$ cat config.mk
export PLATFORM = sky130hd
export DESIGN_NAME = pipe_hazard_ctrl
export DESIGN_NICKNAME = d
export VERILOG_FILES = /design/src/rtl/pipe_hazard_ctrl.sv
export SDC_FILE = /design/constraint.sdc
export NUM_CORES = 1
export LEC_CHECK = 0
export CAP_MARGIN = 20
export CORE_MARGIN = 4
export CORE_UTILIZATION = 40
export CTS_CLUSTER_DIAMETER = 60
export DETAILED_ROUTE_END_ITERATION = 7
export GPL_TIMING_DRIVEN = 0
export HOLD_SLACK_MARGIN = 0.1
export PLACE_DENSITY = 0.85
export SKIP_LAST_GASP = 1
export SYNTH_ARGS = -nofsm -noshare
export SYNTH_HDL_FRONTEND = slang
export SYNTH_SLANG_ARGS = --single-unit
$ cat constraint.sdc
create_clock -name clk -period 2.2 [get_ports clk]
set_input_delay 0.66 -clock clk [delete_from_list [all_inputs] [get_ports clk]]
set_output_delay 0.66 -clock clk [all_outputs]
set_load 0.03 [all_outputs]
$ cat src/rtl/pipe_hazard_ctrl.sv
// Front-end hazard/sequencing controller: decides IF/ID advance/hold/squash,
// PC write gating, ID/EX bubbles, branch flush and call squash, and halt latching.
//
// state   | meaning
// RUN     | normal issue, hazards checked in priority order
// FLUSH   | squashing wrong-path fetches after a taken branch
// CALL_SQ | cycle after a call pulse; call and halt detection masked
// HALT    | core halted until reset
module pipe_hazard_ctrl #(
    parameter int unsigned FLUSH_CYCLES = 2,
    parameter logic [3:0]  CALL_OP      = 4'hD,
    parameter logic [15:0] HLT_INSTR    = 16'hFFFF
) (
    input  logic        clk,
    input  logic        rst_n,
    input  logic [15:0] ifid_instr,
    input  logic        idex_mem_read,
    input  logic [3:0]  idex_rd,
    input  logic        branch_taken,
    input  logic        mem_busy,
    output logic        data_hazard,
    output logic        PC_hazard,
    output logic        call,
    output logic        pc_write_en,
    output logic        idex_flush,
    output logic        halted,
    output logic [15:0] stall_cycles
);

    typedef enum logic [1:0] {RUN, FLUSH, CALL_SQ, HALT} state_t;

    localparam logic [2:0] FLUSH_RELOAD = 3'(FLUSH_CYCLES - 1);
    localparam bit         MULTI_FLUSH  = (FLUSH_CYCLES > 1);

    state_t      state_q, state_d;
    logic [2:0]  cnt_q, cnt_d;
    logic [15:0] stall_q, stall_d;

    logic load_use, is_halt, is_call;
    logic dh, pch, call_c, pcwe, flush;

    always_comb begin
        load_use = idex_mem_read && (idex_rd != 4'd0) &&
                   ((idex_rd == ifid_instr[7:4]) || (idex_rd == ifid_instr[3:0]));
        is_halt  = (ifid_instr == HLT_INSTR);
        is_call  = (ifid_instr[15:12] == CALL_OP);

        state_d = state_q;
        cnt_d   = cnt_q;
        dh      = 1'b0;
        pch     = 1'b0;
        call_c  = 1'b0;
        pcwe    = 1'b1;
        flush   = 1'b0;

        case (state_q)
            RUN, CALL_SQ: begin
                // mem_busy keeps CALL_SQ so a frozen call is not pulsed again
                if (mem_busy) begin
                    dh   = 1'b1;
                    pcwe = 1'b0;
                end else begin
                    state_d = RUN;
                    if (branch_taken) begin
                        pch   = 1'b1;
                        flush = 1'b1;
                        if (MULTI_FLUSH) begin
                            state_d = FLUSH;
                            cnt_d   = FLUSH_RELOAD;
                        end
                    end else if (load_use) begin
                        dh    = 1'b1;
                        pcwe  = 1'b0;
                        flush = 1'b1;
                    end else if (state_q == RUN && is_halt) begin
                        dh      = 1'b1;
                        pcwe    = 1'b0;
                        flush   = 1'b1;
                        state_d = HALT;
                    end else if (state_q == RUN && is_call) begin
                        call_c  = 1'b1;
                        state_d = CALL_SQ;
                    end
                end
            end
            FLUSH: begin
                if (mem_busy) begin
                    dh   = 1'b1;
                    pcwe = 1'b0;
                end else begin
                    pch   = 1'b1;
                    flush = 1'b1;
                    if (branch_taken && MULTI_FLUSH) begin
                        cnt_d = FLUSH_RELOAD;
                    end else if (branch_taken || cnt_q <= 3'd1) begin
                        state_d = RUN;
                        cnt_d   = 3'd0;
                    end else begin
                        cnt_d = cnt_q - 3'd1;
                    end
                end
            end
            HALT: begin
                dh    = 1'b1;
                pcwe  = 1'b0;
                flush = 1'b1;
            end
            default: begin
                state_d = RUN;
                cnt_d   = 3'd0;
            end
        endcase

        stall_d = stall_q;
        if ((dh || pch) && stall_q != 16'hFFFF) begin
            stall_d = stall_q + 16'd1;
        end
    end

    always_ff @(posedge clk or negedge rst_n) begin
        if (!rst_n) begin
            state_q <= RUN;
            cnt_q   <= 3'd0;
            stall_q <= 16'd0;
        end else begin
            state_q <= state_d;
            cnt_q   <= cnt_d;
            stall_q <= stall_d;
        end
    end

    // Outputs are forced low for the whole reset assertion, not just after it.
    assign data_hazard  = rst_n & dh;
    assign PC_hazard    = rst_n & pch;
    assign call         = rst_n & call_c;
    assign pc_write_en  = rst_n & pcwe;
    assign idex_flush   = rst_n & flush;
    assign halted       = rst_n & (state_q == HALT);
    assign stall_cycles = stall_q;

endmodule

# Word level (Yosys, flattened, before mapping)
# Index checks and enable logic that the tools add are counted.
[classes] n_addsub=2 magnitude_cmp=1 eq_ne=13 muxes=39 bitwise=6 reduce_logical=14
[op_table] op="$mux 1" count=20
[op_table] op="$add 16x1->16 const B" count=1
[op_table] op="$eq 16x16->1 const B" count=1
[op_table] op="$mux 2" count=8
[op_table] op="$ne 16x16->1 const B" count=1
[op_table] op="$mux 3" count=5
[op_table] op="$ne 2x2->1 const B" count=5
[op_table] op="$pmux 1 s3" count=3
[op_table] op="$eq 4x4->1" count=2
[op_table] op="$and 1x1->1" count=6
[op_table] op="$pmux 3 s2" count=1
[op_table] op="$logic_and 1x1->1" count=5
[op_table] op="$reduce_and 5->1" count=1
[op_table] op="$eq 2x2->1 const B" count=2
[op_table] op="$eq 4x4->1 const B" count=1
[op_table] op="$pmux 2 s2" count=1
[op_table] op="$reduce_and 4->1" count=1
[op_table] op="$reduce_bool 4->1" count=1
[op_table] op="$le 3x1->1 const B" count=1
[op_table] op="$logic_or 1x1->1" count=3
[op_table] op="$sub 3x1->3 const B" count=1
[op_table] op="$eq 2x1->1 const B" count=1
[op_table] op="$logic_not 2->1" count=1
[op_table] op="$pmux 1 s2" count=1
[op_table] op="2 further kinds" count=2
[totals] regBits=21 in_bits=25 output_inout_bits=22 elab_cells=78

# Depth between registers and ports, before layout
[logic_depth] depth_word=9 mapped_depth=8 mapped_depth_nobuf=6

# Worst setup path before layout
# No wires, ideal clock.
[synth_path] path_kind="input-to-output" from="input idex_rd[0]" to="output call" arrival_ps=2333 required_ps=1540 setup_slack_ps=-793 path_stages=5 path_buffers=0 path_cell_list="o41ai_2 a21oi_1 nor2_1 nand2_1 nor4b_1"
[synth_via] elab_chain_len=8 elab_cells_between_ends=11 cone_classes="eq/ne: 2; mux: 4; bitwise: 1; reduce/logical: 4"
[synth_lines] element="start: declaration" line_no="18" source="input logic [3:0] idex_rd,"
[synth_lines] element="$eq 4x4->1 or $reduce_bool 4->1 (tied branches)" line_no="44, 43"
[synth_lines] element="$logic_or 1x1->1 or $logic_and 1x1->1 (tied branches)" line_no="44, 43"
[synth_lines] element="$logic_and 1x1->1 (*)" line_no="43" source="load_use = idex_mem_read && (idex_rd != 4'd0) &&"
[synth_lines] element="$mux 1 (*)" line_no="71" source="end else if (load_use) begin"
[synth_lines] element="$mux 1 (*)" line_no="64" source="if (branch_taken) begin"
[synth_lines] element="$mux 1 (*)" line_no="59" source="if (mem_busy) begin"
[synth_lines] element="$mux 1 (*)" line_no="56" source="case (state_q)"
[synth_lines] element="$and 1x1->1 (*)" line_no="135" source="assign call = rst_n & call_c;"
[synth_lines] element="end: declaration" line_no="23" source="output logic call,"
# Mark *: on every way between the ends. The rest lies on a longest branch, timed or not.

# Worst setup path after layout
[layout_path] from="input ifid_instr[8]" to="output call"
[layout_via] elab_chain_len=8
[layout_lines] element="start: declaration" line_no="16" source="input logic [15:0] ifid_instr,"
[layout_lines] element="$eq 16x16->1" line_no="45" source="is_halt = (ifid_instr == HLT_INSTR);"
[layout_lines] element="$logic_and 1x1->1" line_no="75" source="end else if (state_q == RUN && is_halt) begin"
[layout_lines] element="$mux 1" line_no="75"
[layout_lines] element="$mux 1" line_no="71"
[layout_lines] element="$mux 1" line_no="64"
[layout_lines] element="$mux 1" line_no="59"
[layout_lines] element="$mux 1" line_no="56"
[layout_lines] element="$and 1x1->1" line_no="135"
# Every way passes these cells.

==> metrics <==
Reg-to-Reg Start state_q[0]; GR Overflow Total 0; main combinational cell family by area after synthesis simple AND/OR/NAND/NOR gates; leakage roughly 0.93 nW; max-slew violations 0; Final GP Congestion around 0.76; Post-Syn Area ~1300 sq um; syn avg cell area 9.28 sq um; Die Ht between 60 and 70 microns; number of flops mapped to enable cells by yosys 0; global-route wire length before repair roughly 6600 microns; # fillers around 240; DRT Pass-1 Iters 4; number of global-route vias before repair roughly 1400; post-synthesis cell type count 34; CTS Hold Bufs 0; Max-slew headroom 0.686; total track usage 0.198; Pwr Density roughly 690 nW/um^2; DR vias around 1400; Via density between 5 and 6; Setup WS post-layout -0.373 ns; IO buf count 46; # diodes 0; mux contribution to synthesized area 0.0344; reg2reg setup slack 0.33 ns; Initial DRC Count 68; clock root buffer clkbuf_4; Seq cells post-synth 21; adder-cell share of the synthesized area 0.0191; DRC violations left 0; Setup Skew approximately 0.011 ns; fin nets 239; Hold Crit Class in -> async; Core Area roughly 3100 sq um; Max Cap Viol 0; Finished Layout Cells between 200 and 300; row cnt 20; post-synthesis sequential area ratio 0.402; critical path startpoint category input pin; total wire length 4150 microns; share of layout cells above drive strength 1 0.403; Setup CP Type in -> out; hold slack between 0.15 and 0.2 ns; Compound-Gate Fraction of Synth Area 0.109; min Tclk post-route about 2.6 ns; final hold violation count 0; Mapped Nets 168; Final Util 0.694; Synth warnings 0; boundary pin count 47; post-synthesis xor/xnor area fraction 0.127; Required @ worst endpoint between 1.5 and 2 ns; measured slew at the worst slew-check pin ~0.47 ns; Switching Fraction 0.408; Placed Cells 231; worst-skew pair later-pin latency around 0.31 ns; Clock power frac 0.124; Clock Tree Buf Depth 2; status complete, but fails checks; Async S/R FF share, synth 1.00; Final ANT Viol Nets 0; switching power about 600 uW; Final period util 1.17; RSZ-0062 raised after global routing true; HPWL Detailed 2710 microns; register clock-pin slew on the reported worst setup and hold paths between 0.1 and 0.15 ns; critical path peak fanout 3; Die X 65.2 microns; initial antenna violation count 0; CTS tree done; Initial Utilization 0.422; f_max 0.389 GHz; Flop pwr share 0.382; Most used DFF post-synth dfrtp_1; PnR Total Power 1.48 mW; Cells after Synth roughly 140; R2R cell count 7; failing checks setup timing; Max IR drop VDD roughly 0.71 mV; largest net degree at the start of global routing 25; Sink Count 21; Pint 877 uW; count of final setup violators 7; # H-tree levels 1; WP data arrival around 1.9 ns; Comb pwr share 0.494; drt wl/cell about 16 microns; Placement Setup Slack -1.71 ns; area grow syn2layout 64.4%; die area 4250 sq um; total CTS buffers 3; Simple-Gate Fraction of Synth Area 0.272; end of the worst register-to-register path stall_cycles[14]; element type at the critical path end primary output
## logic make-up after synthesis
| kind of cell | Yosys count |
|---|---|
| AO/OA/AOI/OAI | 21 |
| multiplexers | 4 |
| adder cells (fa/ha/maj) | 2 |
| AND/OR/NAND/NOR | 65 |
| XOR/XNOR | 19 |
| buffers and inverters | 9 |
| flip-flops | 21 |
## layout make-up
type                    instances  area [sq um]  area share
repair buffers                 66           572       0.266
inverters                       5          22.5      0.0105
multi-input cells             111           912       0.424
plain buffers                   4          37.5      0.0174
flip-flops and latches         21           527       0.245
clock buffers                   4          26.3      0.0122
well taps                      44          55.1      0.0256
## cells in the mapped netlist, drive strengths merged, types with 4 or more instances
library cell  instances  area share
xnor2                19        0.13
nand4                 9       0.048
o21ai                 4       0.015
nand3                11       0.046
a21oi                 7       0.027
nor3                  5       0.019
and2                  4       0.019
mux2                  4       0.034
nand2                13       0.037
inv                   5       0.014
dfrtp                21        0.40
and3                  5       0.028
nor2                 10       0.029
## critical path, stage by stage
cell           delay, ns
dlygate4sd2_1       0.24
nand4_1             0.09
nor2_2              0.06
and3_4              0.19
nor2_4              0.18
nand2_2             0.09
nor4b_4             0.24
buf_6               0.17
## registers in the layout, summed over array words and instances, names as in the netlist
| name | flops |
|---|---|
| stall_cycles | 16 |
| cnt_q | 3 |
| state_q | 2 |
## repair_timing
| action | 4_1_cts | 5_1_grt |
|---|---|---|
| resized for setup | 151 | 12 |
| pin swaps | 24 | 3 |
| buffers inserted | 16 | 5 |
| setup endpoints to repair | 21 | 12 |
## per-stage QoR
stage                     instance area (sq um)  setup TNS [ns]
after floorplan                            1340          -0.727
after global placement                     1860          -14.68
after detailed placement                   1860          -15.88
after CTS                                  2080           -1.11
after global routing                       2150           -1.92
final                                      2150           -1.34
## how the worst max path moves through the flow
stage / start / end / slack, ns
2_1_floorplan: idex_rd[0] / call / -0.24
3_3_place_gp: rst_n / call / -1.61
3_5_place_dp: rst_n / call / -1.71
4_1_cts: state_q[1] / data_hazard / -0.32
5_1_grt: state_q[1] / data_hazard / -0.47
6_report: ifid_instr[8] / call / -0.37
## power groups by stage
stage                     sequential (mW)  clock [mW]  combinational [mW]
after floorplan                     0.690           0               0.248
after global placement              0.558           0               0.631
after detailed placement            0.567           0               0.654
after CTS                           0.561       0.189               0.713
after global routing                0.583       0.211               0.781
final                               0.566       0.183               0.732
## layer usage
layer,track usage,vias to the layer above,routed length [microns]
met5,0,-,0
met4,0.0466,0,102
met3,0.0393,8,133
met2,0.382,35,2380
met1,0.221,672,1530
li1,-,653,-
## cells in the final DEF, fill, tap and decap left out, drive strengths merged
cell type	Yosys	layout
nor3	5	5
o31ai	2	2
clkdlybuf4s15	0	4
a221oi	1	1
a31oi	1	1
xnor2	19	19
nand2	13	13
clkdlybuf4s50	0	15
nor2	10	10
nor4b	1	1
a21oi	7	7
clkbuf	2	5
dlymetal6s2s	0	1
nand3	11	11
nand4b	1	1
or3	1	1
ha	2	2
o22ai	1	1
nand4	9	9
nand2b	2	2
o41ai	2	2
dfrtp	21	21
and2	4	4
and4	2	2
mux2	4	4
and3	5	5
a41oi	3	3
nor2b	1	1
inv	5	4
o21ai	4	4
buf	2	45
clkinvlp	0	1
dlygate4sd2	0	4
Power figures use the tool's default switching activity.
